<file path="src/rtl/adder_arbiter_if.sv">
// Request/response bundle between the adder arbiter and its clients.
// Latency: none (wires only); the arbiter defines all timing.
// Backpressure: req_ready grants one requester; rsp_ready stalls the held result.
interface adder_arbiter_if #(
    parameter int NREQ  = 4,
    parameter int WIDTH = 6,
    parameter int IDW   = 2
);
    logic [NREQ-1:0]       req_valid;
    logic [NREQ*WIDTH-1:0] req_x;
    logic [NREQ*WIDTH-1:0] req_y;
    logic [NREQ-1:0]       req_ready;
    logic                  rsp_valid;
    logic                  rsp_ready;
    logic [WIDTH:0]        rsp_sum;
    logic [IDW-1:0]        rsp_id;
    logic                  busy;

    // Arbiter side
    modport slave (
        input  req_valid, req_x, req_y, rsp_ready,
        output req_ready, rsp_valid, rsp_sum, rsp_id, busy
    );

    // Client / environment side
    modport master (
        output req_valid, req_x, req_y, rsp_ready,
        input  req_ready, rsp_valid, rsp_sum, rsp_id, busy
    );
endinterface

</file>
<file path="src/rtl/adder_arbiter.sv">
// Round-robin arbiter sharing one WIDTH-bit adder among NREQ requesters; returns sum + requester id.
// Latency: grant at edge N, rsp_valid from the cycle after edge N+1 (2 cycles); one result per 2 cycles peak.
// Backpressure: result held in RESP until rsp_ready; no grants while the result is stalled.
// Optional: define ADDER_ARBITER_STATS_EN to add stat_ops / stat_stall counters.
module adder_arbiter #(
    parameter int NREQ  = 4,
    parameter int WIDTH = 6,
    parameter int IDW   = 2
) (
    input  logic            clk,
    input  logic            rst_n,
    adder_arbiter_if.slave  bus
`ifdef ADDER_ARBITER_STATS_EN
    ,
    output logic [15:0]     stat_ops,
    output logic [15:0]     stat_stall
`endif
);

    typedef enum logic [1:0] {
        S_IDLE = 2'd0,
        S_EXEC = 2'd1,
        S_RESP = 2'd2
    } state_t;

    state_t           r_state;
    state_t           w_state_nxt;
    logic [IDW-1:0]   r_ptr;
    logic [WIDTH-1:0] r_op_x;
    logic [WIDTH-1:0] r_op_y;
    logic [IDW-1:0]   r_op_id;
    logic [WIDTH:0]   r_sum;
    logic [IDW-1:0]   r_id;

    logic             w_accept_ok;
    logic             w_found;
    logic [IDW-1:0]   w_gnt;
    logic [IDW-1:0]   w_scan;
    logic             w_xfer;
    logic [WIDTH-1:0] w_gnt_x;
    logic [WIDTH-1:0] w_gnt_y;

    // A new request may be taken when idle, or when the held result leaves this cycle
    assign w_accept_ok = (r_state == S_IDLE) || ((r_state == S_RESP) && bus.rsp_ready);
    assign w_xfer      = w_accept_ok && w_found;

    // Round-robin search starting one past the last granted requester
    always_comb begin
        w_found = 1'b0;
        w_gnt   = '0;
        w_scan  = '0;
        for (int k = 1; k <= NREQ; k++) begin
            w_scan = IDW'((int'(r_ptr) + k) % NREQ);
            if (!w_found && bus.req_valid[w_scan]) begin
                w_found = 1'b1;
                w_gnt   = w_scan;
            end
        end
    end

    // One-hot grant plus the winner's operand slices
    always_comb begin
        bus.req_ready = '0;
        w_gnt_x       = '0;
        w_gnt_y       = '0;
        for (int i = 0; i < NREQ; i++) begin
            if (w_gnt == IDW'(i)) begin
                bus.req_ready[i] = w_xfer;
                w_gnt_x          = bus.req_x[i*WIDTH +: WIDTH];
                w_gnt_y          = bus.req_y[i*WIDTH +: WIDTH];
            end
        end
    end

    // Next-state: EXEC is always a single cycle; RESP may chain straight into EXEC
    always_comb begin
        w_state_nxt = r_state;
        case (r_state)
            S_IDLE:  if (w_xfer) w_state_nxt = S_EXEC;
            S_EXEC:  w_state_nxt = S_RESP;
            S_RESP: begin
                if (w_xfer)             w_state_nxt = S_EXEC;
                else if (bus.rsp_ready) w_state_nxt = S_IDLE;
            end
            default: w_state_nxt = S_IDLE;
        endcase
    end

    // State register
    always_ff @(posedge clk) begin
        if (!rst_n) r_state <= S_IDLE;
        else        r_state <= w_state_nxt;
    end

    // Operand capture on transfer, adder result registered during EXEC
    always_ff @(posedge clk) begin
        if (!rst_n) begin
            r_ptr   <= IDW'(NREQ - 1);
            r_op_x  <= '0;
            r_op_y  <= '0;
            r_op_id <= '0;
            r_sum   <= '0;
            r_id    <= '0;
        end else begin
            if (w_xfer) begin
                r_ptr   <= w_gnt;
                r_op_x  <= w_gnt_x;
                r_op_y  <= w_gnt_y;
                r_op_id <= w_gnt;
            end
            if (r_state == S_EXEC) begin
                r_sum <= {1'b0, r_op_x} + {1'b0, r_op_y};
                r_id  <= r_op_id;
            end
        end
    end

    assign bus.rsp_valid = (r_state == S_RESP);
    assign bus.rsp_sum   = r_sum;
    assign bus.rsp_id    = r_id;
    assign bus.busy      = (r_state != S_IDLE);

`ifdef ADDER_ARBITER_STATS_EN
    logic [15:0] r_stat_ops;
    logic [15:0] r_stat_stall;

    // Completed responses wrap; stall cycles saturate
    always_ff @(posedge clk) begin
        if (!rst_n) begin
            r_stat_ops   <= '0;
            r_stat_stall <= '0;
        end else begin
            if (bus.rsp_valid && bus.rsp_ready)
                r_stat_ops <= r_stat_ops + 16'd1;
            if (bus.rsp_valid && !bus.rsp_ready && (r_stat_stall != 16'hFFFF))
                r_stat_stall <= r_stat_stall + 16'd1;
        end
    end

    assign stat_ops   = r_stat_ops;
    assign stat_stall = r_stat_stall;
`endif

endmodule

</file>
<file path="src/flat_wrapper.sv">
// flat-port wrapper written by rule: the top's interface ports become plain ports
module adder_arbiter_flat 
#(
    parameter int NREQ  = 4,
    parameter int WIDTH = 6,
    parameter int IDW   = 2
)
  (clk, rst_n, bus_req_valid, bus_req_x, bus_req_y, bus_rsp_ready, bus_req_ready, bus_rsp_valid, bus_rsp_sum, bus_rsp_id, bus_busy);
  adder_arbiter_if #(.NREQ(NREQ), .WIDTH(WIDTH), .IDW(IDW)) bus_i ();
  input  logic clk;
  input  logic rst_n;
  input wire logic [$bits(bus_i.req_valid)-1:0] bus_req_valid;
  input wire logic [$bits(bus_i.req_x)-1:0] bus_req_x;
  input wire logic [$bits(bus_i.req_y)-1:0] bus_req_y;
  input wire logic [$bits(bus_i.rsp_ready)-1:0] bus_rsp_ready;
  output wire logic [$bits(bus_i.req_ready)-1:0] bus_req_ready;
  output wire logic [$bits(bus_i.rsp_valid)-1:0] bus_rsp_valid;
  output wire logic [$bits(bus_i.rsp_sum)-1:0] bus_rsp_sum;
  output wire logic [$bits(bus_i.rsp_id)-1:0] bus_rsp_id;
  output wire logic [$bits(bus_i.busy)-1:0] bus_busy;
  assign bus_i.req_valid = bus_req_valid;
  assign bus_i.req_x = bus_req_x;
  assign bus_i.req_y = bus_req_y;
  assign bus_i.rsp_ready = bus_rsp_ready;
  assign bus_req_ready = bus_i.req_ready;
  assign bus_rsp_valid = bus_i.rsp_valid;
  assign bus_rsp_sum = bus_i.rsp_sum;
  assign bus_rsp_id = bus_i.rsp_id;
  assign bus_busy = bus_i.busy;
  adder_arbiter #(.NREQ(NREQ), .WIDTH(WIDTH), .IDW(IDW)) u_core (.clk(clk), .rst_n(rst_n), .bus(bus_i));
endmodule
</file>
<file path="config.mk">
export PLATFORM = sky130hd
export DESIGN_NAME = adder_arbiter_flat
export DESIGN_NICKNAME = d
export VERILOG_FILES = /design/src/rtl/adder_arbiter_if.sv /design/src/rtl/adder_arbiter.sv /design/src/flat_wrapper.sv
export SDC_FILE = /design/constraint.sdc
export NUM_CORES = 1
export LEC_CHECK = 0
export CORE_ASPECT_RATIO = 1.1
export CORE_MARGIN = 2
export CORE_UTILIZATION = 46
export DETAILED_ROUTE_END_ITERATION = 12
export GPL_ROUTABILITY_DRIVEN = 1
export PLACE_DENSITY = 0.95
export RECOVER_POWER = 100
export SLEW_MARGIN = 10
export SYNTH_ARGS = -nofsm -noshare
export SYNTH_HDL_FRONTEND = slang
export SYNTH_SLANG_ARGS = --single-unit
</file>
<file path="constraint.sdc">
create_clock -name clk -period 6.2 [get_ports clk]
set_clock_uncertainty 0.1 [all_clocks]
set_input_delay 0.93 -clock clk [delete_from_list [all_inputs] [get_ports clk]]
set_output_delay 0.93 -clock clk [all_outputs]
set_load 0.03 [all_outputs]
</file>
# After elaboration in Yosys (flattened, before gate mapping)

Cells that the tools add are included.

Bits in registers: 27
Bits of input ports: 55
Output and inout bits: 15
Word-level logic and storage cells: 68

Add/subtract/negate cells: 5
Order comparisons: 4
Eq/ne operators: 7
Muxes and demuxes: 32
Reduce and logical (&&, ||, !) cells: 13

Operators with widths:

| operator              | number |
|---|---|
| $mux W6               | 8 |
| $mux W2               | 7 |
| $lt A2 B3 Y1 const B  | 4 |
| $mux W1               | 12 |
| $bmux W1 S2           | 4 |
| $add A6 B6 Y7         | 1 |
| $eq A2 B2 Y1 const B  | 3 |
| $pmux W2 S3           | 1 |
| $logic_and A1 B1 Y1   | 5 |
| $add A2 B1 Y2 const B | 2 |
| $add A2 B2 Y2 const B | 2 |
| $eq A2 B1 Y1 const B  | 2 |
| $logic_not A2 Y1      | 2 |
| $logic_not A1 Y1      | 3 |
| $ne A3 B2 Y1 const B  | 1 |
| $ne A2 B1 Y1 const B  | 1 |
| $reduce_and A2 Y1     | 1 |
| $reduce_bool A2 Y1    | 1 |
| $logic_or A1 B1 Y1    | 1 |

# Longest topological paths before layout

Gate-level depths: netlist of run 1.

Word-level depth: 18
Mapped depth: 8
Depth with buffers taken out: 8

# Worst setup path before layout of run 1

OpenSTA, ideal clock, no wires.

Kind: input port to output port
Start: input bus_req_valid[3]
End: output bus_req_ready[2]
Arrival: 2102 ps
Path slack: 3068 ps
Cell stages on the path: 5
Path through: nor2_1 a221oi_2 buf_2 buf_2 and3_1

Longest elaborated chain between the ends: 14
Elaborated cells on any way between the ends: 25
Those cells by class: 1 x eq/ne; 17 x mux; 7 x reduce/logical

RTL lines:

| item                                                | line                                     | text |
|---|---|---|
| start: declaration                                  | flat_wrapper.sv:12                       | `input wire logic [$bits(bus_i.req_valid)-1:0] bus_req_valid;` |
| $bmux W1 S2                                         | adder_arbiter.sv:54                      | `if (!w_found && bus.req_valid[w_scan]) begin` |
| $mux W1 (implied by the code)                       | adder_arbiter.sv:54                      |  |
| $mux W1                                             | adder_arbiter.sv:54                      |  |
| $logic_not A1 Y1                                    | adder_arbiter.sv:54                      |  |
| $logic_and A1 B1 Y1                                 | adder_arbiter.sv:54                      |  |
| $mux W1                                             | adder_arbiter.sv:54                      |  |
| $logic_not A1 Y1                                    | adder_arbiter.sv:54                      |  |
| $logic_and A1 B1 Y1                                 | adder_arbiter.sv:54                      |  |
| $mux W1                                             | adder_arbiter.sv:54                      |  |
| $logic_not A1 Y1                                    | adder_arbiter.sv:54                      |  |
| $logic_and A1 B1 Y1                                 | adder_arbiter.sv:54                      |  |
| $mux W2 or $mux W1 (tied branches)                  | adder_arbiter.sv:54                      |  |
| $eq A2 B2 Y1 or $logic_and A1 B1 Y1 (tied branches) | adder_arbiter.sv:67, adder_arbiter.sv:45 |  |
| $mux W1 *                                           | adder_arbiter.sv:67                      | `if (w_gnt == IDW'(i)) begin` |
| end: declaration                                    | flat_wrapper.sv:16                       | `output wire logic [$bits(bus_i.req_ready)-1:0] bus_req_ready;` |

Mark *: on every way between the ends. The rest lies on a longest branch, timed or not. The select of a mux whose other input is x is not followed.

# Worst setup path after layout of run 1

Ends and elaborated chain as after synthesis.

==> qor.csv, run 1 <==
stage,metric,value,unit
outcome,run status,finished with violations,
outcome,failing checks,"capacitance limit, slew limit",
yosys,Post-synth EDFFs,0,
sta,Max Slew Vio Count,40,
power_and_ir_drop,Power Density,213,mW/mm^2
routing,Via density,5.68,
yosys,post-synthesis adder-cell area fraction,5.65,%
yosys,biggest area consumer among synthesized cells,dfxtp_1,
setup_path,WS Path Type,input port to primary output,
yosys,Post-synth top cells,"dfxtp_1 (27), a21oi_1 (17), nand2_1 (15)",
grt,grt ovf,0,
sta,Tightest Pin Transition,1500,ps
yosys,async set-or-reset flop fraction in the synthesized netlist,0,%
yosys,Mapped Cells,204,
routing,residual DRC count,0,
floorplan,Die H,67.4,microns
setup_path,max incr delay on CP,1130,ps
floorplan,boundary pin count,70,
power_and_ir_drop,Leak Pwr,0.903,nW
clocking,number of buffers created by CTS,3,
routing,ANT nets after route,0,
yosys,#FFs+latches synth,27,
clocking,clk buf depth,2,
yosys,multiplexer share of the synthesized area,4.17,%
clocking,Worst-path clk slew,90,ps
routing,met3 wire length,258,microns
floorplan,Horiz. Die Dim,61.7,microns
yosys,main combinational cell family by area after synthesis,compound AO/OA/AOI/OAI gates,
clocking,H-tree depth,1,
grt,initial antenna violation count,0,
setup_path,Slowest cell on crit path,clkbuf_1,
sta,Tmin final,5160,ps
placed_design,RePlAce Congestion,0.898,
sta,RSZ-0062 raised after global routing,no,
setup_path,"delay-heaviest family, CP",buffers and inverters,
sta,Fmax,194,MHz
routing,Initial DRC Count,68,
routing,DR WL/cell,14.5,microns
clocking,Post-CTS Setup Inserts,0,
clocking,# hold bufs at CTS,0,
setup_path,CP required,5170,ps
yosys,Ys Warns,0,
setup_path,crit start category,input port,
sta,Hold Fails Final Rpt,0,
routing,vias,1790,
setup_path,CP Cell Sequence,clkdlybuf4s50_1 -> nor2_1 -> a221oi_4 -> clkbuf_1 -> and3_1 -> clkdlybuf4s50_1,
routing,highest metal layer with signal wires,met4,
placed_design,DP HPWL,3.60,mm
yosys,Synth top area share,32.1,%
yosys,Simple-Gate Fraction of Synth Area,20.5,%
setup_path,CP max FO,40,
floorplan,Initial Util,47.1,%
finish,Area Overhead vs Synth,43.9,%
yosys,syn_area_per_cell,8.24,sq um
floorplan,area of the core,0.00357,sq mm
grt,GRT Total Usage,24.1,%
clocking,"Clk Latency, worst-skew pair",270,ps
clocking,Post-CTS Resized,0,
sta,Worst slew margin,-0.143,%
floorplan,# rows,23,
finish,Antenna Diode Count,0,
finish,nets,328,
yosys,syn_nets,266,
sta,Finish-stage setup viols,0,
routing,Met1 Wirelength,1.81,mm
grt,global-route wire length before repair,7.58,mm
yosys,Mapped Area,0.00168,sq mm
clocking,CTS tree,yes,
sta,final period utilization,83.2,%
hold_path,Hold WC Path Type,flop to flop,
power_and_ir_drop,maximum VDD drop,0.106,mV
yosys,post-synthesis sequential area ratio,32.1,%
yosys,Synth Flop Type,dfxtp_1,
clocking,number of clock sinks,27,
yosys,"count leader, synth",dfxtp_1,
yosys,Synth Area in Compound Gates,30.5,%
grt,vias in the first global route,1731,
setup_path,Buf/Inv on CP,3,
sta,Setup TNS,0,ps
routing,DR WL met2,2.39,mm
routing,drt pass-1 iters,4,
floorplan,Die ar.,0.00416,sq mm
clocking,clk root buf,clkbuf_8,
yosys,Cell variety after synth,46,
power_and_ir_drop,"Power, Total",0.000517,W
yosys,largest cells by area after synthesis,"dfxtp_1 (32%), a31oi_1 (5.2%), a21oi_1 (5.1%), ha_1 (4.5%), o21ai_0 (4.2%)",
grt,largest net degree at the start of global routing,41,
routing,final wirelength,4.56,mm
setup_path,Critical Path End Type,primary output,
placed_design,I/O Buffers,69,
run,Max-Cap Viols,1,
yosys,post-synthesis xor/xnor area fraction,0.521,%
finish,share of layout cells above drive strength 1,5.66,%
setup_path,WP data arrival,4130,ps
finish,final core occ,67.8,%
setup_path,critical path's most frequent cell,clkdlybuf4s50_1,
[registers in the layout, indices dropped and copies added (netlist names)]
signal              count
u_core.r_op_x           6
u_core.bus.rsp_sum      7
u_core.r_state          2
u_core.r_op_id          2
u_core.r_ptr            2
u_core.r_op_y           6
u_core.bus.rsp_id       2
[per-stage QoR]
step                      hold WS (ps)  setup slack (ps)  instances  instance area [sq um]
after floorplan                    329              3070        204                   1680
after global placement             343              1890        311                   2380
after detailed placement           350              1820        311                   2380
after CTS                          362              1830        315                   2430
after global routing               382               860        315                   2420
final                              354              1040        315                   2420
[area by class of cell]
| class | instances | area [sq um] |
|---|---|---|
| inverters | 10 | 37.5 |
| fillers | 302 | 1150 |
| clock buffers | 3 | 41.3 |
| well taps | 50 | 62.6 |
| flip-flops and latches | 27 | 541 |
| multi-input cells | 154 | 1040 |
| repair buffers | 70 | 694 |
| clock inverters | 1 | 5.00 |
[worst paths after layout]
| kind | to | slack [ps] | depth (start not counted) | from |
|---|---|---|---|---|
| worst max-delay path | bus_req_ready[2] | 1040 | 6 | bus_req_valid[3] |
| worst max register to register | u_core.r_op_x[4] | 3560 | 5 | u_core.r_ptr[0] |
| worst min register to register | u_core.bus.rsp_id[0] | 350 | 2 | u_core.bus.rsp_id[0] |
| worst min-delay path | u_core.bus.rsp_id[0] | 350 | 2 | u_core.bus.rsp_id[0] |
[routing by layer]
metal | vias up | GRT usage (%)
li1 | 871 | -
met1 | 832 | 29.4
met2 | 77 | 41.8
met3 | 10 | 1.53
met4 | 0 | 12.2
met5 | - | 0
[worst min-delay path: cells and delay by family, from the launching register on]
kind	cells	cell delay, ps
DFF	1	310
AOI/OAI and AO/OA	1	50
and+or+nand+nor	1	50
[power breakdown]
group | leakage (nW) | switching [W] | internal (W)
Sequential | 0.223 | 0.0000166 | 0.000195
Combinational | 0.655 | 0.000107 | 0.0000999
Clock | 0.0255 | 0.0000529 | 0.0000450
[placed cells by master, fill, tap and decap left out, types with 3 or more instances in the layout]
cell              n
clkdlybuf4s50_1  56
dfxtp_1          27
a21oi_1          17
nand2_1          15
o21ai_0          14
a31oi_1          14
dlygate4sd3_1    13
nor2_1           12
nor2b_1          10
inv_1             9
o211ai_1          8
o21a_1            7
nand3_1           7
ha_1              6
a222oi_1          5
mux2_2            4
and2_1            3
nand2b_1          3
clkbuf_8          3
[logic make-up (layout without fill, tap and decap cells)]
family,count (synthesis),count (layout)
buf+inv,23,84
fa+ha+maj,7,7
flops,27,27
xor+xnor,1,1
compound gates,75,75
simple gates,65,65
mux,6,6
Note: power is estimated with default switching activity, not from simulation.
==> run 2, diff against run 1 <==
--- a/config.mk
+++ b/config.mk
@@ -7,10 +7,10 @@
 export LEC_CHECK = 0
 export CORE_ASPECT_RATIO = 1.1
 export CORE_MARGIN = 2
-export CORE_UTILIZATION = 46
+export CORE_UTILIZATION = 43
 export DETAILED_ROUTE_END_ITERATION = 12
 export GPL_ROUTABILITY_DRIVEN = 1
-export PLACE_DENSITY = 0.95
+export PLACE_DENSITY = 0.9
 export RECOVER_POWER = 100
 export SLEW_MARGIN = 10
 export SYNTH_ARGS = -nofsm -noshare
==> constraint.sdc (replaced) <==
create_clock -name clk -period 5.2 [get_ports clk]
set_clock_uncertainty 0.1 [all_clocks]
set_input_delay 0.78 -clock clk [delete_from_list [all_inputs] [get_ports clk]]
set_output_delay 0.78 -clock clk [all_outputs]
set_load 0.03 [all_outputs]
==> run 2 against run 1 <==
The flow now finishes without violations; first-iteration DRC count shrank 4.4%; register-to-register slack lost 1200 ps; clock-buffer cell count grew 1; worst setup slack lost 230 ps; sequential power grew 18%; flip-flop and latch count is the same; critical path depth shrank 1; die area grew 6.5%; combinational power grew 17%; clock power grew 18%; non-clock buffer count grew 2; cell count grew 0.63%.
==> qor.csv, run 2 (synthesis gave the netlist of run 1 again) <==
stage,metric,value,unit,change
clocking,number of buffers created by CTS,3,,unchanged
grt,initial antenna violation count,0,,unchanged
setup_path,Slowest cell on crit path,a311oi_2,,
floorplan,area of the core,0.00368,sq mm,+3.2%
routing,residual DRC count,0,,unchanged
power_and_ir_drop,Psw,0.000203,W,+15%
power_and_ir_drop,Sw Share,33.3,%,-0.88 points
power_and_ir_drop,Leak Pwr,0.912,nW,+0.91%
sta,RSZ-0062 raised after global routing,no,,
hold_path,Hold WC Path Type,flop to flop,,
grt,vias in the first global route,1603,,-7.4%
run,Max-Cap Viols,0,,-1
power_and_ir_drop,Sequential Power Share,41.0,%,about the same
finish,final non-filler cell total,317,,+0.63%
finish,max reg flops,7,,unchanged
setup_path,CP required,4320,ps,-850 ps
grt,largest net degree at the start of global routing,39,,-4.9%
routing,vias,1709,,-4.5%
grt,GRT Total Usage,19.3,%,-4.8 points
routing,highest metal layer with signal wires,met4,,
setup_path,max incr delay on CP,960,ps,-170 ps
finish,nets,330,,+0.61%
clocking,Worst-path clk slew,80,ps,about the same
clocking,Post-CTS Setup Inserts,0,,unchanged
clocking,# hold bufs at CTS,0,,unchanged
clocking,H-tree depth,1,,unchanged
setup_path,CP Cell Sequence,dlygate4sd3_1 -> nand2b_2 -> a311oi_2 -> and3_1 -> clkdlybuf4s50_1,,
routing,Met1 Wirelength,1.95,mm,+7.4%
routing,ANT nets after route,0,,unchanged
routing,DR WL/cell,13.5,microns,-6.8%
routing,met3 wire length,227,microns,-12%
setup_path,WP data arrival,3510,ps,-620 ps
sta,Finish-stage setup viols,0,,unchanged
setup_path,crit start category,input port,,
clocking,Post-CTS Resized,0,,unchanged
floorplan,Die ar.,0.00443,sq mm,+6.5%
routing,Initial DRC Count,65,,-4.4%
floorplan,Horiz. Die Dim,63.6,microns,+3.2%
clocking,clk root buf,clkbuf_8,,
setup_path,WS Path Type,input port to primary output,,
finish,"commonest non-fill, non-tap cell in the layout",clkdlybuf4s50_1,,
power_and_ir_drop,"Power, Total",0.000609,W,+18%
power_and_ir_drop,Int Pwr,0.000406,W,+19%
finish,Area Overhead vs Synth,43.3,%,
power_and_ir_drop,Power Density,253,mW/mm^2,+18%
finish,share of layout cells above drive strength 1,5.99,%,+0.33 points
floorplan,# rows,23,,unchanged
sta,Max Slew Vio Count,0,,-100%
routing,DR WL met2,2.03,mm,-15%
sta,Tmin final,4390,ps,
setup_path,Critical Path End Type,primary output,,
sta,Final WS setup,812,ps,-227 ps
placed_design,setup slack at placement,1120,ps,-696 ps
routing,drt pass-1 iters,4,,unchanged
clocking,number of clock sinks,27,,unchanged
placed_design,RePlAce Congestion,0.890,,-0.90%
power_and_ir_drop,clock network fraction of design power,19.1,%,about the same
sta,final period utilization,84.4,%,
routing,final wirelength,4.28,mm,-6.2%
clocking,CTS tree,yes,,
floorplan,boundary pin count,70,,unchanged
setup_path,CP max FO,14,,-65%
placed_design,I/O Buffers,69,,unchanged
routing,Via density,5.39,,-5.1%
floorplan,Initial Util,45.7,%,-1.5 points
sta,Hold Fails Final Rpt,0,,unchanged
outcome,run status,"complete, no violations",,
power_and_ir_drop,maximum VDD drop,0.111,mV,+4.7%
sta,Setup TNS,0,ps,unchanged
placed_design,dpl cells,313,,+0.64%
finish,most frequent cells in the layout,"clkdlybuf4s50_1 (53), dfxtp_1 (27), a21oi_1 (17), dlygate4sd3_1 (16), nand2_1 (15)",,
power_and_ir_drop,Comb power frac,39.9,%,-0.2 points
sta,Worst slew margin,7.11,%,+7.3 points
grt,global-route wire length before repair,7.02,mm,-7.4%
finish,Antenna Diode Count,0,,unchanged
grt,grt ovf,0,,unchanged
floorplan,Die H,69.6,microns,+3.2%
sta,Fmax,228,MHz,
clocking,clk buf depth,2,,unchanged
sta,Tightest Pin Transition,1390,ps,-109 ps
clocking,"Clk Latency, worst-skew pair",270,ps,about the same
placed_design,DP HPWL,3.38,mm,-6.1%
==> run 2: cell count changes in the layout (fill, tap and decap cells not counted), sizes merged <==
cell           delta
buf               +2
clkinv            -1
clkbuf            +1
clkdlybuf4s50     -3
dlygate4sd3       +3
==> run 2: per-stage QoR <==
step | utilization, % | cell area, sq um | hold slack [ps]
CTS | 66.3 | 2440 | 360
global placement | 65.1 | 2400 | 340
finish | 65.4 | 2410 | 353
global route | 65.4 | 2410 | 378
floorplan | - | 1680 | 329
detailed placement | 65.1 | 2400 | 346
==> run 2: layout make-up <==
cell class                 count  area (sq um)
multi-input combinational    154          1010
clock buffer                   4          45.0
inverter                      10          37.5
tap                           50          62.6
timing repair buffer          72           709
sequential                    27           541
fill                         347          1270
==> run 2: per-layer routing <==
| layer | vias up | global-route usage, % |
|---|---|---|
| met2 | 65 | 31.3 |
| met5 | - | 0 |
| met3 | 6 | 1.46 |
| li1 | 872 | - |
| met1 | 766 | 25.8 |
| met4 | 0 | 8.94 |
==> run 2: path summary, 6_finish.rpt <==
path	start	to	slack, ps	cells after the start
hold / removal	u_core.bus.rsp_id[1]	u_core.bus.rsp_id[1]	350	2
setup / recovery	bus_req_valid[3]	bus_req_ready[2]	810	5
setup reg to reg	u_core.r_state[1]	u_core.r_op_x[1]	2350	5
hold reg to reg	u_core.bus.rsp_id[1]	u_core.bus.rsp_id[1]	350	2
==> run 2: worst max-delay path: cells and delay by family <==
kind | cells | cell delay (ps)
simple gates | 2 | 410
buf+inv | 2 | 1350
compound gates | 1 | 960
==> run 2: power by group through the flow <==
stage	clock, W	combinational, W	sequential [W]
finish	0.000116	0.000243	0.000250
global route	0.000123	0.000266	0.000253
CTS	0.000118	0.000251	0.000251
detailed placement	0	0.000250	0.000256
global placement	0	0.000244	0.000255
floorplan	0	0.000151	0.000262
==> run 3, diff against run 2 <==
==> constraint.sdc (replaced) <==
create_clock -name clk -period 4.31 [get_ports clk]
set_clock_uncertainty 0.1 [all_clocks]
set_input_delay 0.6465 -clock clk [delete_from_list [all_inputs] [get_ports clk]]
set_output_delay 0.6465 -clock clk [all_outputs]
set_load 0.03 [all_outputs]
==> run 3 against run 2 <==
First-iteration DRC count up 17%; sequential power grew 22%; critical path depth is 1 higher; die area is the same; sequential share of layout area decreased by 0.34 points; worst hold slack improved by 2.9 ps; via count grew 0.59%; wire length is 0.77% lower; cell area up 1.6%; global-route usage up 0.15 points; critical endpoint is now bus_req_ready[3]; cell count up 0.32%; total power increased by 22%.
==> qor.csv, run 3 (synthesis gave the netlist of run 1 again) <==
stage,metric,value,unit,change
setup_path,Slowest cell on crit path,dlygate4sd3_1,,
power_and_ir_drop,maximum VDD drop,0.143,mV,+29%
setup_path,Critical Path End Type,primary output,,
floorplan,Initial Util,45.7,%,unchanged
floorplan,boundary pin count,70,,unchanged
setup_path,CP Cell Sequence,clkdlybuf4s50_1 -> nor2_1 -> a211oi_1 -> nor2_1 -> and2_1 -> dlygate4sd3_1,,
clocking,number of buffers created by CTS,3,,unchanged
setup_path,"delay-heaviest family, CP",buffers and inverters,,
grt,GRT Total Usage,19.4,%,+0.15 points
placed_design,RePlAce Congestion,0.898,,+0.97%
run,Max-Cap Viols,0,,unchanged
sta,Fmax,262,MHz,
floorplan,# rows,23,,unchanged
setup_path,WS Path Type,input port to primary output,,
setup_path,Reg2Reg Setup Slack,1930,ps,-420 ps
setup_path,critical path's most frequent cell,nor2_1,,
sta,Tightest Pin Transition,1050,ps,-346 ps
routing,vias,1719,,+0.59%
finish,most frequent cells in the layout,"clkdlybuf4s50_1 (52), dfxtp_1 (27), a21oi_1 (17), dlygate4sd3_1 (17), nand2_1 (15)",,
clocking,clk buf depth,2,,unchanged
routing,drt pass-1 iters,5,,+1
clocking,Worst-path clk slew,90,ps,about the same
setup_path,Stages on worst setup path,6,,+1
finish,Area Overhead vs Synth,45.5,%,
clocking,clk root buf,clkbuf_8,,
clocking,# hold bufs at CTS,0,,unchanged
finish,nets,331,,+0.30%
clocking,CTS tree,yes,,
sta,Hold Fails Final Rpt,0,,unchanged
setup_path,crit path to,bus_req_ready[3],,
setup_path,max incr delay on CP,740,ps,-220 ps
clocking,Post-CTS Setup Inserts,0,,unchanged
setup_path,reg2reg start,u_core.r_state[1],,
floorplan,Horiz. Die Dim,63.6,microns,unchanged
floorplan,Die ar.,0.00443,sq mm,unchanged
clocking,"Clk Latency, worst-skew pair",270,ps,about the same
setup_path,RR Endpoint,u_core.r_op_x[2],,
sta,Tmin final,3810,ps,
setup_path,CP max FO,13,,-1
sta,final period utilization,88.5,%,
hold_path,Hold WC Path Type,flop to flop,,
floorplan,Die H,69.6,microns,unchanged
routing,ANT nets after route,0,,unchanged
setup_path,R2R depth,5,,unchanged
sta,Setup TNS,0,ps,unchanged
sta,Finish-stage setup viols,0,,unchanged
floorplan,area of the core,0.00368,sq mm,unchanged
grt,grt ovf,0,,unchanged
routing,Initial DRC Count,76,,+17%
setup_path,CP required,3560,ps,-760 ps
grt,global-route wire length before repair,7.02,mm,about the same
finish,max reg flops,7,,unchanged
routing,final wirelength,4.25,mm,-0.77%
grt,initial antenna violation count,0,,unchanged
placed_design,I/O Buffers,69,,unchanged
sta,Max Slew Vio Count,0,,unchanged
finish,share of layout cells above drive strength 1,7.09,%,+1.1 points
grt,largest net degree at the start of global routing,32,,-18%
setup_path,Buf/Inv on CP,2,,unchanged
finish,final core occ,66.4,%,+1.0 points
setup_path,Setup crit start,bus_req_valid[1],,
setup_path,WP data arrival,3070,ps,-440 ps
grt,vias in the first global route,1612,,+0.56%
sta,Worst slew margin,30.2,%,+23 points
placed_design,DP HPWL,3.38,mm,-0.10%
sta,RSZ-0062 raised after global routing,no,,
clocking,number of clock sinks,27,,unchanged
routing,Via density,5.41,,+0.27%
clocking,Post-CTS Resized,0,,unchanged
setup_path,crit start category,input port,,
routing,DR WL/cell,13.4,microns,-1.1%
finish,Antenna Diode Count,0,,unchanged
finish,"commonest non-fill, non-tap cell in the layout",clkdlybuf4s50_1,,
routing,residual DRC count,0,,unchanged
clocking,H-tree depth,1,,unchanged
power_and_ir_drop,Leak Pwr,0.927,nW,+1.7%
power_and_ir_drop,Power Density,304,mW/mm^2,+20%
outcome,run status,"complete, no violations",,
[run 3: layout make-up]
cell class / instances / area, sq um
fillers: 338 / 1240
multi-input cells: 154 / 1040
repair buffers: 73 / 717
flip-flops and latches: 27 / 541
well taps: 50 / 62.6
clock buffers: 3 / 41.3
inverters: 10 / 37.5
clock inverters: 1 / 5.00
[run 3: power breakdown]
group          internal [W]  switching (W)
registers          0.000280      0.0000235
clock network     0.0000648      0.0000781
logic              0.000147       0.000151
[run 3: stage by stage]
stage	power, W	hold slack (ps)	instances	cell area (sq um)	setup WS (ps)
2_1_floorplan	0.000498	329	204	1680	1740
3_3_place_gp	0.000605	341	314	2400	665
3_5_place_dp	0.000611	346	314	2400	565
4_1_cts	0.000754	360	318	2450	586
5_1_grt	0.000787	395	318	2450	353
6_report	0.000745	356	318	2450	496
[run 3: layer usage]
layer / GRT usage, % / routed length (microns) / up-vias / part of all wire (%)
met5: 0 / 0 / - / 0
met4: 9.66 / 91 / 0 / 2.1
met3: 2.27 / 251 / 8 / 5.9
met2: 33.0 / 2040 / 70 / 48
met1: 24.1 / 1860 / 763 / 44
li1: - / - / 878 / -
[run 3: how the worst min path moves through the flow]
stage,startpoint,to,slack (ps),depth (start not counted)
finish,u_core.bus.rsp_id[1],u_core.bus.rsp_id[1],360,2
global route,u_core.r_op_id[0],u_core.bus.rsp_id[0],400,2
detailed placement,u_core.r_op_id[0],u_core.bus.rsp_id[0],350,2
global placement,u_core.bus.rsp_sum[3],u_core.bus.rsp_sum[3],340,2
floorplan,u_core.r_op_id[0],u_core.bus.rsp_id[0],330,2
CTS,u_core.r_op_id[0],u_core.bus.rsp_id[0],360,2
[run 3: worst reg2reg max path, delay by kind of cell, from the launching register on]
kind | cells | cell delay [ps]
buffers and inverters | 1 | 840
AND/OR/NAND/NOR | 1 | 110
AO/OA/AOI/OAI | 3 | 850
flip-flops | 1 | 370
